$ cat src/rtl/instr_fetch_if.sv
// Fetch-unit bus bundle: instruction-memory request/response, decode handshake
// and the branch-control inputs consumed at retire.
interface instr_fetch_if #(
    parameter int XLEN = 32
);
    logic            PCSrc;
    logic [XLEN-1:0] ImmExt;
    logic            instr_ready;
    logic            imem_ack;
    logic [XLEN-1:0] imem_rdata;
    logic            imem_req;
    logic [XLEN-1:0] imem_addr;
    logic [XLEN-1:0] PC;
    logic [XLEN-1:0] Instr;
    logic            instr_valid;
    logic [31:0]     retired;
    logic            fault;

    modport master (
        input  PCSrc, ImmExt, instr_ready, imem_ack, imem_rdata,
        output imem_req, imem_addr, PC, Instr, instr_valid, retired, fault
    );

    modport slave (
        output PCSrc, ImmExt, instr_ready, imem_ack, imem_rdata,
        input  imem_req, imem_addr, PC, Instr, instr_valid, retired, fault
    );
endinterface

$ cat src/rtl/instr_fetch.sv
// Front-end fetch unit: owns the PC, fetches one instruction at a time and
// holds it for decode until it retires, then steps or branches the PC.
module instr_fetch #(
    parameter int              XLEN     = 32,
    parameter logic [XLEN-1:0] RESET_PC = '0
) (
    input  logic          clk,
    input  logic          rst,
    instr_fetch_if.master bus
);
    typedef enum logic [1:0] {IDLE, FETCH, VALID, FAULT} state_t;

    state_t          state, state_nx;
    logic [XLEN-1:0] pc_q, instr_q, target;
    logic [31:0]     ret_q;
    logic            valid_q, fault_q, retire;

    assign retire = (state == VALID) && bus.instr_ready;
    // Branch offset is two's complement; plain modular add handles negative offsets.
    assign target = pc_q + (bus.PCSrc ? bus.ImmExt : XLEN'(4));

    always_ff @(posedge clk) begin
        if (!rst) state <= IDLE;
        else      state <= state_nx;
    end

    always_comb begin
        state_nx = state;
        case (state)
            IDLE:    state_nx = FETCH;
            FETCH:   if (bus.imem_ack) state_nx = VALID;
            VALID:   if (bus.instr_ready) state_nx = (target[1:0] == 2'b00) ? FETCH : FAULT;
            FAULT:   state_nx = FAULT;
            default: state_nx = IDLE;
        endcase
    end

    always_ff @(posedge clk) begin
        if (!rst) begin
            pc_q    <= RESET_PC;
            instr_q <= '0;
            valid_q <= 1'b0;
            ret_q   <= '0;
            fault_q <= 1'b0;
        end else begin
            if (state == FETCH && bus.imem_ack) begin
                instr_q <= bus.imem_rdata;
                valid_q <= 1'b1;
            end
            if (retire) begin
                pc_q    <= target;
                ret_q   <= ret_q + 32'd1;
                valid_q <= 1'b0;
                if (target[1:0] != 2'b00) fault_q <= 1'b1;
            end
        end
    end

    always_comb begin
        bus.imem_req    = (state == FETCH);
        bus.imem_addr   = pc_q;
        bus.PC          = pc_q;
        bus.Instr       = instr_q;
        bus.instr_valid = valid_q;
        bus.retired     = ret_q;
        bus.fault       = fault_q;
    end
endmodule

$ cat src/flat_wrapper.sv
// flat-port wrapper written by rule: the top's interface ports become plain ports
module instr_fetch_flat 
#(
    parameter int              XLEN     = 32,
    parameter logic [XLEN-1:0] RESET_PC = '0
)
  (clk, rst, bus_PCSrc, bus_ImmExt, bus_instr_ready, bus_imem_ack, bus_imem_rdata, bus_imem_req, bus_imem_addr, bus_PC, bus_Instr, bus_instr_valid, bus_retired, bus_fault);
  instr_fetch_if #(.XLEN(XLEN)) bus_i ();
  input  logic clk;
  input  logic rst;
  input wire logic [$bits(bus_i.PCSrc)-1:0] bus_PCSrc;
  input wire logic [$bits(bus_i.ImmExt)-1:0] bus_ImmExt;
  input wire logic [$bits(bus_i.instr_ready)-1:0] bus_instr_ready;
  input wire logic [$bits(bus_i.imem_ack)-1:0] bus_imem_ack;
  input wire logic [$bits(bus_i.imem_rdata)-1:0] bus_imem_rdata;
  output wire logic [$bits(bus_i.imem_req)-1:0] bus_imem_req;
  output wire logic [$bits(bus_i.imem_addr)-1:0] bus_imem_addr;
  output wire logic [$bits(bus_i.PC)-1:0] bus_PC;
  output wire logic [$bits(bus_i.Instr)-1:0] bus_Instr;
  output wire logic [$bits(bus_i.instr_valid)-1:0] bus_instr_valid;
  output wire logic [$bits(bus_i.retired)-1:0] bus_retired;
  output wire logic [$bits(bus_i.fault)-1:0] bus_fault;
  assign bus_i.PCSrc = bus_PCSrc;
  assign bus_i.ImmExt = bus_ImmExt;
  assign bus_i.instr_ready = bus_instr_ready;
  assign bus_i.imem_ack = bus_imem_ack;
  assign bus_i.imem_rdata = bus_imem_rdata;
  assign bus_imem_req = bus_i.imem_req;
  assign bus_imem_addr = bus_i.imem_addr;
  assign bus_PC = bus_i.PC;
  assign bus_Instr = bus_i.Instr;
  assign bus_instr_valid = bus_i.instr_valid;
  assign bus_retired = bus_i.retired;
  assign bus_fault = bus_i.fault;
  instr_fetch #(.XLEN(XLEN), .RESET_PC(RESET_PC)) u_core (.clk(clk), .rst(rst), .bus(bus_i));
endmodule
$ cat config.mk
export PLATFORM = sky130hd
export DESIGN_NAME = instr_fetch_flat
export DESIGN_NICKNAME = d
export VERILOG_FILES = /design/src/rtl/instr_fetch_if.sv /design/src/rtl/instr_fetch.sv /design/src/flat_wrapper.sv
export SDC_FILE = /design/constraint.sdc
export NUM_CORES = 1
export LEC_CHECK = 0
export BUFFER_PORTS_ARGS = -buffer_cell sky130_fd_sc_hd__buf_4
export CAP_MARGIN = 15
export CORE_MARGIN = 4
export CORE_UTILIZATION = 48
export CTS_BUF_LIST = sky130_fd_sc_hd__clkbuf_2 sky130_fd_sc_hd__clkbuf_4 sky130_fd_sc_hd__clkbuf_8
export DETAILED_ROUTE_END_ITERATION = 6
export PLACE_DENSITY = 0.84
export SLEW_MARGIN = 20
export SYNTH_ARGS = -nofsm -noshare
export SYNTH_HDL_FRONTEND = slang
export SYNTH_SLANG_ARGS = --single-unit
$ cat constraint.sdc
create_clock -name clk -period 3.3 [get_ports clk]
set_input_delay 0.495 -clock clk [delete_from_list [all_inputs] [get_ports clk]]
set_output_delay 0.495 -clock clk [all_outputs]
set_load 0.005 [all_outputs]
======== Yosys cells after proc, flatten, opt, wreduce, memory -nomap -nowiden ========
Index checks and enable logic that the tools add are counted.
cells by class
  add/sub/neg operators ................... 2
  equality and inequality tests ........... 5
  muxes and demuxes ....................... 5
  bitwise logic cells ..................... 1
  reductions and logical operators ........ 8
operators by type and width
  kind                   count
  $add 32x1->32 const B  1
  $add 32x32->32         1
  $mux 32                1
  $pmux 2 s4             1
  $mux 2                 3
  $eq 2x2->1 const B     2
  $logic_not 2->1        2
  $ne 2x2->1 const B     2
  $reduce_and 2->1       2
  $eq 2x1->1 const B     1
  $logic_and 1x1->1      2
  $reduce_bool 2->1      1
  $reduce_or 2->1        1
  $not 1->1              1
storage, ports and cells
  bits in registers ....................... 100
  input port bits ......................... 69
  output and inout port bits .............. 131
  logic and storage cells ................. 27

======== Depth between registers and ports, before layout ========
  depth in word-level cells ............... 6
  gate-level depth with buffers ........... 12
  mapped depth without buffers ............ 11

======== Worst setup path before layout ========
No wires, ideal clock.
  path type ............................... input to register
  start ................................... in bus_PCSrc
  end ..................................... reg u_core.pc_q[18], in the netlist u_core.bus.PC[18]
  library setup time ...................... 0.115 ns
  arrival time ............................ 3.025 ns
  data required time ...................... 3.185 ns
  path slack .............................. 0.160 ns
  stages on the path ...................... 12
  path buffers ............................ 1
  cells stage by stage .................... clkbuf_1 -> and2_1 -> ha_1 -> fa_1 -> a21o_1 -> a221oi_2 -> nor4b_2 -> or4_4 -> a21oi_2 -> xor2_1 -> o21ai_1 -> and2_1
between the ends
  cells in the longest elaborated chain, start to end .. 2
RTL lines
  item                  line                source
  start, declared       flat_wrapper.sv:11  input wire logic [$bits(bus_i.PCSrc)-1:0] bus_PCSrc;
  $mux 32               instr_fetch.sv:20   assign target = pc_q + (bus.PCSrc ? bus.ImmExt : XLEN'(4));
  $add 32x32->32        instr_fetch.sv:20
  end signal, assigned  instr_fetch.sv:51   pc_q <= target;
  end, declared         instr_fetch.sv:14   logic [XLEN-1:0] pc_q, instr_q, target;
Every way passes these cells.
A chain may end at the register's enable or synchronous reset.

======== Final worst setup path ========
Ends and elaborated chain as after synthesis.

==> flow_summary.yaml <==
synth:
  syn_area_per_cell_um2: 8.21
  ys.flop_type: "dfxtp_1"
  synth-seq-cells: 100
  synth_top_area_share_pct: 32.5
  synth_edf_count: 0
  synth_area_leader_cell: "dfxtp_1"
  ys_seq_area_share_pct: 32.5
  synth_cell_types: 75
  yosysWarnings: 0
  synthTopCellsByArea: "dfxtp_1 (33%), nand2_1 (8.0%), and2_1 (7.4%), ha_1 (6.7%), a21boi_0 (5.2%)"
  syn-cell-area_um2: 6160
  synth_fp_nets: 853
  async_reset_ff_share_pct: 0
  syn_inst: 750
critical_path:
  critical_path_class: "in -> reg"
  worstPathArrival_ns: 3.15
  rrSetupSlack_ns: 0.49
  cp_slowest_cell: "or4_4"
  startpoint: "bus_PCSrc"
  cp_top_family: "simple AND/OR/NAND/NOR gates"
  critPathMaxFanout: 15
  crit_chain: "buf_4, and2_1, ha_1, fa_1, a21o_1, a221oi_2, nor4b_2, or4_4, a21oi_2, xor2_1, o21ai_1, and2_1"
  end_kind: "flop"
  cp_common_cell: "and2_1"
  critPathMaxStageDelay_ns: 0.54
  cp-start-kind: "input port"
  critical_path_buf_inv_count: 1
  worstPathRequired_ns: 3.58
  reg2reg_from: "u_core.bus.PC[0]"
floorplanning:
  coreArea_um2: 12600
  fp.dieH_um: 121
  io_pins: 200
  die-area_um2: 14700
  initial_core_util_pct: 49.0
  die_x_um: 121
  fp-row-count: 41
global_route:
  grt_pass1_vias: 5465
  grt_max_degree: 58
  gr-total-overflow: 0
  grt_pass1_wl_um: 25400
  grt.total_usage_pct: 20.9
  antenna_found_initial: 0
sta:
  final.period_utilization_pct: 86.8
  hold_slack_ns: 0.360
  finalClockSkew_ns: 0.00975
  fmax_mhz: 349
  drv_slew: 0
  rsz0062_at_grt: "false"
  period_minus_slack_ns: 2.86
  finalSetupViolCount: 0
  fin_tns_setup_ns: 0
  slew_headroom_pct: 68.4
  finalHoldViolCount: 0
  worst_slack_ns: 0.437
  tightest_slew_ns: 0.474
clock_tree:
  root_buffer: "clkbuf_8"
  cts_hold_buf: 0
  cts.sinks: 100
  clock_path_buffers: 2
  insertion_delay_ns: 0.39
  cts.clk_slew.worst_paths_ns: 0.11
  cts_tree: "yes"
  post_cts_buffers: 0
  numCtsBuffers: 9
  postCtsResizedCells: 0
  htreeDepth: 3
drt:
  vias_per_cell: 5.26
  wl_um: 15600
  wl_per_cell_um: 14.3
  drcViolationCount: 0
  firstDrtPassIters: 5
  detail_route.iter0.violations: 346
  ant_nets: 0
  dr_total_vias: 5723
min_path:
  hp-class: "in -> reg"
  hp-start: "bus_instr_ready"
flow_run:
  max-cap-violations: 0
cells_and_area:
  final_nets: 1014
  antennaDiodeCount: 0
  area_growth_pct: 27.5
  final_core_util_pct: 62.5
  drive_above_1_share_pct: 27.6
pwr:
  powerDensity_nw_per_um2: 319
  cellLeakagePower_uw: 0.00362
  peakVddDrop_mv: 0.335
placement:
  portBuffers: 199
  dp_slack_ns: 0.0222
  detailed_place_hpwl_um: 11600
  gp_congestion: 0.902
outcome:
  outcome: "completed"
==> Yosys cell counts, drive strengths merged, types with 2 or more instances <==
master	instances
xor2	11
o21a	6
ha	33
a21oi	27
mux2i	2
and2	74
o311a	2
and3	11
nand2	132
dfxtp	100
a2111oi	2
o31ai	2
nand3	26
a21boi	44
nor4b	3
a31oi	2
a211o	3
and4	9
or3	9
a21o	19
clkbuf	32
nor2	20
nor3	6
a211oi	2
o211ai	6
nand4	9
nand2b	3
buf	37
nor2b	5
o21bai	5
o21ai	38
inv	7
or4b	3
or4	2
xnor2	34
a41oi	2
nand4b	3
==> sequential cells by signal (all words and copies together), names as in the netlist <==
register                flops
u_core.state                2
u_core.bus.PC              32
u_core.bus.fault            1
u_core.bus.Instr           32
u_core.bus.instr_valid      1
u_core.bus.retired         32
==> per-layer routing <==
| metal | track usage (%) | vias up | wire, µm |
|---|---|---|---|
| met4 | 6.65 | 0 | 303 |
| met3 | 5.73 | 25 | 1220 |
| li1 | - | 2890 | - |
| met2 | 34.5 | 203 | 7220 |
| met1 | 26.5 | 2605 | 6850 |
| met5 | 0 | - | 0 |
==> logic make-up after synthesis <==
family	count (synthesis)	synth area share, %
flops	100	32.5
simple gates	320	27.2
buf+inv	76	6.77
compound gates	173	19.8
mux	2	0.325
fa+ha+maj	34	7.03
xor+xnor	45	6.40
==> power by group <==
group | total [µW] | switching [µW] | internal, µW
clock | 886 | 506 | 379
combinational | 358 | 171 | 186
sequential | 1260 | 23.2 | 1240
==> through the flow <==
stage / instances / power [µW] / area [µm²]
2_1_floorplan: 750 / 1480 / 6160
4_1_cts: 1088 / 2530 / 7850
5_1_grt: 1088 / 2610 / 7850
3_5_place_dp: 1072 / 1640 / 7630
6_report: 1088 / 2500 / 7850
3_3_place_gp: 1072 / 1640 / 7630
==> placed cells by master, fill, tap and decap left out, types with 9 or more instances in the layout <==
cell type	synthesis	layout
nand4_1	9	9
a21boi_0	43	43
o21ai_0	30	30
dfxtp_1	100	100
nand3_1	25	25
xnor2_1	34	34
ha_1	33	33
and3_1	11	11
a21oi_1	26	26
and4_1	9	9
buf_4	32	219
or3_1	9	9
and2_1	73	73
clkbuf_8	0	9
nand2_1	131	131
a21o_1	19	19
nor2_1	19	18
xor2_1	11	11
==> path summary, 6_finish.rpt <==
| kind | end | cells past startpoint |
|---|---|---|
| max | u_core.bus.PC[18] | 12 |
| min | u_core.state[0] | 2 |
| max reg2reg | u_core.bus.PC[18] | 10 |
| min reg2reg | u_core.bus.Instr[29] | 2 |
==> area by class of cell <==
type | count | area, µm²
clock inverter | 7 | 100
fill | 1118 | 4710
tap | 172 | 215
multi-input combinational | 574 | 3740
inverter | 7 | 26.3
sequential | 100 | 2000
timing repair buffer | 219 | 1640
clock buffer | 9 | 124
Note: power is estimated with default switching activity, not from simulation.
